<file path="src/rtl/motor_step_driver_if.sv">
// Command/status bundle between the motion controller and the two-axis step driver.
// The controller side uses the master modport, the driver uses the slave modport.
interface motor_step_driver_if;
  logic        en;
  logic        theta_pos;
  logic        theta_neg;
  logic        phi_pos;
  logic        phi_neg;
  logic        load;
  logic [15:0] load_theta;
  logic [15:0] load_phi;
  logic        theta_step;
  logic        phi_step;
  logic        theta_dir;
  logic        phi_dir;
  logic [15:0] theta_actual;
  logic [15:0] phi_actual;
  logic        theta_busy;
  logic        phi_busy;
  logic        theta_fault;
  logic        phi_fault;

  modport master (
    output en, theta_pos, theta_neg, phi_pos, phi_neg, load, load_theta, load_phi,
    input  theta_step, phi_step, theta_dir, phi_dir, theta_actual, phi_actual,
    input  theta_busy, phi_busy, theta_fault, phi_fault
  );

  modport slave (
    input  en, theta_pos, theta_neg, phi_pos, phi_neg, load, load_theta, load_phi,
    output theta_step, phi_step, theta_dir, phi_dir, theta_actual, phi_actual,
    output theta_busy, phi_busy, theta_fault, phi_fault
  );
endinterface

</file>
<file path="src/rtl/motor_step_driver.sv">
// Two-axis step/dir pulse generator with limit-checked 16-bit position tracking.
// Each axis runs an IDLE -> SETUP -> HIGH -> LOW step cycle of CLK_DIV clocks.
module motor_step_axis #(
  parameter int          CLK_DIV  = 10,
  parameter int          PULSE_W  = 3,
  parameter logic [15:0] POS_MIN  = 16'd0,
  parameter logic [15:0] POS_MAX  = 16'd359,
  parameter logic [15:0] POS_INIT = 16'd0
) (
  input  logic        clk,
  input  logic        rst,
  input  logic        en,
  input  logic        cmd_pos,
  input  logic        cmd_neg,
  input  logic        load,
  input  logic [15:0] load_val,
  output logic        step,
  output logic        dir,
  output logic [15:0] actual,
  output logic        busy,
  output logic        fault
);
  localparam logic [1:0] IDLE  = 2'd0;
  localparam logic [1:0] SETUP = 2'd1;
  localparam logic [1:0] HIGH  = 2'd2;
  localparam logic [1:0] LOW   = 2'd3;
  localparam int LOW_CYC = CLK_DIV - PULSE_W - 2;

  logic [1:0]  state;
  logic [15:0] cnt;
  logic        valid;
  logic [16:0] below_min;
  logic [15:0] clamped;

  // A command in the direction of an already-reached limit is ignored.
  always_comb begin
    valid = en && (cmd_pos != cmd_neg)
            && !(cmd_pos && (actual == POS_MAX))
            && !(cmd_neg && (actual == POS_MIN));
  end

  // 17-bit subtraction detects load values under POS_MIN without an unsigned compare.
  always_comb begin
    below_min = {1'b0, load_val} - {1'b0, POS_MIN};
    clamped   = load_val;
    if (below_min[16])
      clamped = POS_MIN;
    else if (load_val > POS_MAX)
      clamped = POS_MAX;
  end

  assign busy = (state != IDLE);

  always_ff @(posedge clk) begin
    if (rst) begin
      state  <= IDLE;
      cnt    <= 16'd0;
      step   <= 1'b0;
      dir    <= 1'b0;
      actual <= POS_INIT;
      fault  <= 1'b0;
    end else begin
      fault <= cmd_pos && cmd_neg;
      if (load) begin
        state  <= IDLE;
        cnt    <= 16'd0;
        step   <= 1'b0;
        actual <= clamped;
      end else begin
        case (state)
          IDLE: begin
            if (valid) begin
              state <= SETUP;
              dir   <= cmd_pos;
            end
          end
          SETUP: begin
            state  <= HIGH;
            step   <= 1'b1;
            cnt    <= 16'(PULSE_W - 1);
            actual <= dir ? (actual + 16'd1) : (actual - 16'd1);
          end
          HIGH: begin
            if (cnt == 16'd0) begin
              state <= LOW;
              step  <= 1'b0;
              cnt   <= 16'(LOW_CYC - 1);
            end else begin
              cnt <= cnt - 16'd1;
            end
          end
          LOW: begin
            if (cnt == 16'd0)
              state <= IDLE;
            else
              cnt <= cnt - 16'd1;
          end
          default: state <= IDLE;
        endcase
      end
    end
  end
endmodule

module motor_step_driver #(
  parameter int          CLK_DIV  = 10,
  parameter int          PULSE_W  = 3,
  parameter logic [15:0] POS_MIN  = 16'd0,
  parameter logic [15:0] POS_MAX  = 16'd359,
  parameter logic [15:0] POS_INIT = 16'd0
) (
  input logic              clk,
  input logic              rst,
  motor_step_driver_if.slave bus
);
  motor_step_axis #(
    .CLK_DIV(CLK_DIV), .PULSE_W(PULSE_W),
    .POS_MIN(POS_MIN), .POS_MAX(POS_MAX), .POS_INIT(POS_INIT)
  ) theta_axis (
    .clk      (clk),
    .rst      (rst),
    .en       (bus.en),
    .cmd_pos  (bus.theta_pos),
    .cmd_neg  (bus.theta_neg),
    .load     (bus.load),
    .load_val (bus.load_theta),
    .step     (bus.theta_step),
    .dir      (bus.theta_dir),
    .actual   (bus.theta_actual),
    .busy     (bus.theta_busy),
    .fault    (bus.theta_fault)
  );

  motor_step_axis #(
    .CLK_DIV(CLK_DIV), .PULSE_W(PULSE_W),
    .POS_MIN(POS_MIN), .POS_MAX(POS_MAX), .POS_INIT(POS_INIT)
  ) phi_axis (
    .clk      (clk),
    .rst      (rst),
    .en       (bus.en),
    .cmd_pos  (bus.phi_pos),
    .cmd_neg  (bus.phi_neg),
    .load     (bus.load),
    .load_val (bus.load_phi),
    .step     (bus.phi_step),
    .dir      (bus.phi_dir),
    .actual   (bus.phi_actual),
    .busy     (bus.phi_busy),
    .fault    (bus.phi_fault)
  );
endmodule

</file>
<file path="src/flat_wrapper.sv">
// flat-port wrapper written by rule: the top's interface ports become plain ports
module motor_step_driver_flat 
#(
  parameter int          CLK_DIV  = 10,
  parameter int          PULSE_W  = 3,
  parameter logic [15:0] POS_MIN  = 16'd0,
  parameter logic [15:0] POS_MAX  = 16'd359,
  parameter logic [15:0] POS_INIT = 16'd0
)
  (clk, rst, bus_en, bus_theta_pos, bus_theta_neg, bus_phi_pos, bus_phi_neg, bus_load, bus_load_theta, bus_load_phi, bus_theta_step, bus_phi_step, bus_theta_dir, bus_phi_dir, bus_theta_actual, bus_phi_actual, bus_theta_busy, bus_phi_busy, bus_theta_fault, bus_phi_fault);
  motor_step_driver_if bus_i ();
  input logic clk;
  input logic rst;
  input wire logic [$bits(bus_i.en)-1:0] bus_en;
  input wire logic [$bits(bus_i.theta_pos)-1:0] bus_theta_pos;
  input wire logic [$bits(bus_i.theta_neg)-1:0] bus_theta_neg;
  input wire logic [$bits(bus_i.phi_pos)-1:0] bus_phi_pos;
  input wire logic [$bits(bus_i.phi_neg)-1:0] bus_phi_neg;
  input wire logic [$bits(bus_i.load)-1:0] bus_load;
  input wire logic [$bits(bus_i.load_theta)-1:0] bus_load_theta;
  input wire logic [$bits(bus_i.load_phi)-1:0] bus_load_phi;
  output wire logic [$bits(bus_i.theta_step)-1:0] bus_theta_step;
  output wire logic [$bits(bus_i.phi_step)-1:0] bus_phi_step;
  output wire logic [$bits(bus_i.theta_dir)-1:0] bus_theta_dir;
  output wire logic [$bits(bus_i.phi_dir)-1:0] bus_phi_dir;
  output wire logic [$bits(bus_i.theta_actual)-1:0] bus_theta_actual;
  output wire logic [$bits(bus_i.phi_actual)-1:0] bus_phi_actual;
  output wire logic [$bits(bus_i.theta_busy)-1:0] bus_theta_busy;
  output wire logic [$bits(bus_i.phi_busy)-1:0] bus_phi_busy;
  output wire logic [$bits(bus_i.theta_fault)-1:0] bus_theta_fault;
  output wire logic [$bits(bus_i.phi_fault)-1:0] bus_phi_fault;
  assign bus_i.en = bus_en;
  assign bus_i.theta_pos = bus_theta_pos;
  assign bus_i.theta_neg = bus_theta_neg;
  assign bus_i.phi_pos = bus_phi_pos;
  assign bus_i.phi_neg = bus_phi_neg;
  assign bus_i.load = bus_load;
  assign bus_i.load_theta = bus_load_theta;
  assign bus_i.load_phi = bus_load_phi;
  assign bus_theta_step = bus_i.theta_step;
  assign bus_phi_step = bus_i.phi_step;
  assign bus_theta_dir = bus_i.theta_dir;
  assign bus_phi_dir = bus_i.phi_dir;
  assign bus_theta_actual = bus_i.theta_actual;
  assign bus_phi_actual = bus_i.phi_actual;
  assign bus_theta_busy = bus_i.theta_busy;
  assign bus_phi_busy = bus_i.phi_busy;
  assign bus_theta_fault = bus_i.theta_fault;
  assign bus_phi_fault = bus_i.phi_fault;
  motor_step_driver #(.CLK_DIV(CLK_DIV), .PULSE_W(PULSE_W), .POS_MIN(POS_MIN), .POS_MAX(POS_MAX), .POS_INIT(POS_INIT)) u_core (.clk(clk), .rst(rst), .bus(bus_i));
endmodule
</file>
<file path="config.mk">
export PLATFORM = sky130hd
export DESIGN_NAME = motor_step_driver_flat
export DESIGN_NICKNAME = d
export VERILOG_FILES = /design/src/rtl/motor_step_driver_if.sv /design/src/rtl/motor_step_driver.sv /design/src/flat_wrapper.sv
export SDC_FILE = /design/constraint.sdc
export NUM_CORES = 1
export LEC_CHECK = 0
export ABC_CLOCK_PERIOD_IN_PS = 5900
export BUFFER_PORTS_ARGS = -buffer_cell sky130_fd_sc_hd__buf_2
export CAP_MARGIN = 20
export CORE_UTILIZATION = 45
export CTS_CLUSTER_DIAMETER = 200
export DETAILED_ROUTE_END_ITERATION = 10
export GPL_TIMING_DRIVEN = 0
export PLACE_DENSITY = 0.7
export SLEW_MARGIN = 20
export SYNTH_ARGS = -nofsm -noshare
export SYNTH_HDL_FRONTEND = slang
export SYNTH_SLANG_ARGS = --single-unit
export TNS_END_PERCENT = 10
</file>
<file path="constraint.sdc">
create_clock -name clk -period 5.9 [get_ports clk]
set_input_delay 0.885 -clock clk [delete_from_list [all_inputs] [get_ports clk]]
set_output_delay 0.885 -clock clk [all_outputs]
set_load 0.1 [all_outputs]
</file>
==> key figures <==
Run status
  – Status: finished, final reports clean

Synth
  – Area leader, netlist: dfxtp_1
  – Synth Area in Adders: around 11%
  – Synth Warn #: 0
  – Mux cell area share after synthesis: 0.802%
  – Post-synth top cells: 74 x dfxtp_1, 71 x nor2_1, 53 x a21oi_1
  – Mapped Area: approximately 5000 sq um
  – Syn Area/Cell: about 8 sq um
  – Syn_nets: 701
  – Register bit total from synthesis: 74
  – Yosys cell types: 63
  – Sequential area share after synthesis: between 20 and 30%
  – Synth async-reset ratio: 0%
  – Simple-gate share of the synthesized area: 26.0%
  – Synth Area in XOR/XNOR: 7.37%
  – Number of flops mapped to enable cells by yosys: 0
  – Top post-synthesis cells by area: dfxtp_1 30%, ha_1 10%, nor2_1 5.3%
  – Top-count cell post-synth: dfxtp_1
  – Area share of the largest cell type after synthesis: roughly 30%
  – Largest family of logic cells by synthesized area: simple AND/OR/NAND/NOR gates
  – Compound-Gate Fraction of Synth Area: a little over a fifth
  – Post-Syn Instances: about 620
  – Top_reg_cell synth: dfxtp_1

Clock tree
  – TritonCTS Buffers: 9
  – Clock-pin slew on the worst setup and hold paths: 90 ps
  – Setup Buffers After CTS: 0
  – # resized after CTS: 0
  – Max clock buf depth: 2
  – Count of clock tree sinks: between 70 and 80
  – CTS tree: yes
  – Hold_buf cts: 0
  – Insertion delay to the later sink of the worst-skew pair: between 300 and 400 ps
  – Htree depth: 3
  – CTS root buf: clkbuf_8

STA
  – Unrepaired setup endpoints after global routing: false
  – # setup viols final: 0
  – Slew @ Worst Pin: roughly 820 ps
  – Final setup margin: approximately 3000 ps
  – Final Hold Fails: 0
  – Final TNS setup: 0 ps
  – Final Max Slew Viols: 0
  – F_max: approximately 340 MHz
  – Max_slew headroom: between 40 and 50%
  – Tmin final: roughly 2900 ps
  – Period utilization: 49.5%
  – Worst Skew: 12.3 ps

Finish
  – Diodes inserted: 0
  – Nets: just under 800
  – Fin cells: 852
  – Area of the multi-input gates: 3340 sq um
  – Register Area: roughly 1500 sq um
  – Final-layout fill cell count: between 1000 and 1500
  – Fraction of layout cells with a size suffix above 1: between 15 and 20%
  – Area Overhead vs Synth: 15.3%

Setup path
  – Slowest library cell on the worst path: a211oi_1
  – Largest fanout on the critical path: 16
  – Startpoint types: flip-flop
  – Setup Crit Path Kind: flip-flop to flip-flop
  – Max stage delay on crit path: ~630 ps
  – CP Data Required Time: 6180 ps
  – CP Capture Type: flip-flop
  – Crit path cell chain: inv_1 -> ha_1 -> o211ai_1 -> o21a_1 -> a211oi_1 -> nor4_1 -> o31a_1 -> nor3_1
  – Delay-heaviest family, CP: compound AO/OA/AOI/OAI gates
  – Buffer and inverter count on the worst path: 1
  – Worst Path Arrival: roughly 3200 ps

Die
  – Initial Utilization: between 40% and 50%
  – Die height: between 100 and 150 microns
  – FP Rows: 38
  – # IOs: 80
  – Die area: ~12000 sq um
  – Die width: between 100 and 150 microns
  – Total core area: approximately 11000 sq um

Routing
  – Wire length per cell: between 15 and 20 microns
  – DR vias/cell: between 5 and 6
  – Drt first-iter violations: 300
  – ANT nets after route: 0
  – Detailed-route wire length: approximately 13 mm
  – DRT Pass-1 Iters: 5
  – Vias: 4937
  – Residual DRC: 0

Pwr
  – Flop pwr share: between 30% and 40%
  – Leak: ~2.4 nW
  – P_int: 0.000931 W
  – Net Sw Frac: 38.9%
  – Combinational power share: between 30% and 40%
  – Power Density: ~260 nW/um^2
  – Switching pwr: 0.000592 W
  – Peak supply drop: between 0.1 and 0.15 mV
  – Clk pwr share: 27.2%

Global routing
  – Largest net degree at the start of global routing: 17
  – GRT overflow: 0
  – Global-route usage over all layers: roughly 23%
  – Global-route wire length before repair: roughly 21 mm
  – Initial antenna violation count: 0
  – Vias in the first global route: 4590

Place
  – PortBufs: 77
  – Gp weighted congestion: ~0.90
  – Placed cells: approximately 840
  – DPL Wire Length: between 9 and 10 mm
  – Pre-CTS setup slack: approximately 3000 ps

Worst hold path
  – Hold Crit Class: flip-flop to flip-flop

Run
  – Reported max-cap violation count: 0
[cell usage in the layout (no fill, tap or decap), types with 4 or more instances in the layout]
master	instances
nor4b_1	4
nand3_1	22
xnor2_1	23
or3_1	10
o211ai_1	5
nor2_1	71
o221ai_1	8
nor4_1	17
nor3_1	20
clkbuf_8	11
a2bb2oi_1	4
nand4_1	10
a211oi_1	14
o21ai_0	26
and4_1	6
a21o_1	13
mux2i_1	4
buf_2	79
nand2b_1	4
clkbuf_1	19
o31ai_1	6
xor2_1	19
o21bai_1	4
o21a_1	5
or4_1	4
dfxtp_1	74
ha_1	40
nor3b_1	5
a21oi_1	53
nand2_1	43
or2_2	6
inv_1	25
[registers in the layout, indices dropped and copies added, names as in the netlist, 2 cells and up]
signal and count:
u_core.phi_axis.actual 16, u_core.phi_axis.state 2, u_core.theta_axis.actual 16, u_core.theta_axis.cnt 16
u_core.phi_axis.cnt 16, u_core.theta_axis.state 2
[worst reg2reg max path, stage by stage, from the launching register on]
cell and delay (ps):
dfxtp_1 440, inv_1 330, ha_1 510, o211ai_1 120
o21a_1 230, a211oi_1 630, nor4_1 160, o31a_1 310
nor3_1 120
[area by class of cell]
cell class	instances	share of cell area [%]
Buffer	19	1.28
Clock buffer	13	2.76
Clock inverter	3	0.804
Inverter	25	1.63
Multi-Input combinational cell	501	58.0
Sequential cell	74	25.7
Tap cell	140	3.04
Timing Repair Buffer	77	6.70
[per-layer routing]
metal,GRT usage [%],routed length (microns),share of wire [%]
met3,3.93,480,3.7
met2,37.9,6200,48
met5,0,0,0
met1,29.9,6080,47
met4,7.63,194,1.5
[final timing paths]
| path | startpoint | to | slack [ps] | cells after the start |
|---|---|---|---|---|
| max | u_core.phi_axis.dir | u_core.phi_axis.actual[15] | 2980 | 8 |
| min reg2reg | u_core.theta_axis.cnt[1] | u_core.theta_axis.cnt[1] | 470 | 2 |
| min | u_core.theta_axis.cnt[1] | u_core.theta_axis.cnt[1] | 470 | 2 |
| max reg2reg | u_core.phi_axis.dir | u_core.phi_axis.actual[15] | 2980 | 8 |
[through the flow]
step / total power [W] / utilization [%] / hold slack (ps) / area (sq um)
floorplan: 0.00100 / - / 445 / 4990
global placement: 0.00110 / 51.2 / 460 / 5550
detailed placement: 0.00111 / 51.2 / 468 / 5550
CTS: 0.00153 / 53.1 / 479 / 5760
global route: 0.00160 / 53.1 / 513 / 5760
finish: 0.00152 / 53.1 / 474 / 5760
[power groups by stage]
stage	combinational, W	sequential [W]	clock (W)
5_1_grt	0.000600	0.000559	0.000444
6_report	0.000554	0.000555	0.000414
3_3_place_gp	0.000538	0.000564	0
4_1_cts	0.000550	0.000554	0.000423
3_5_place_dp	0.000546	0.000566	0
2_1_floorplan	0.000325	0.000676	0
[kinds of logic after synthesis]
family                   after synthesis
XOR/XNOR                              42
buffers and inverters                 44
multiplexers                           4
AO/OA/AOI/OAI                        166
flip-flops                            74
adder cells (fa/ha/maj)               42
AND/OR/NAND/NOR                      247
Power figures use the tool's default switching activity.
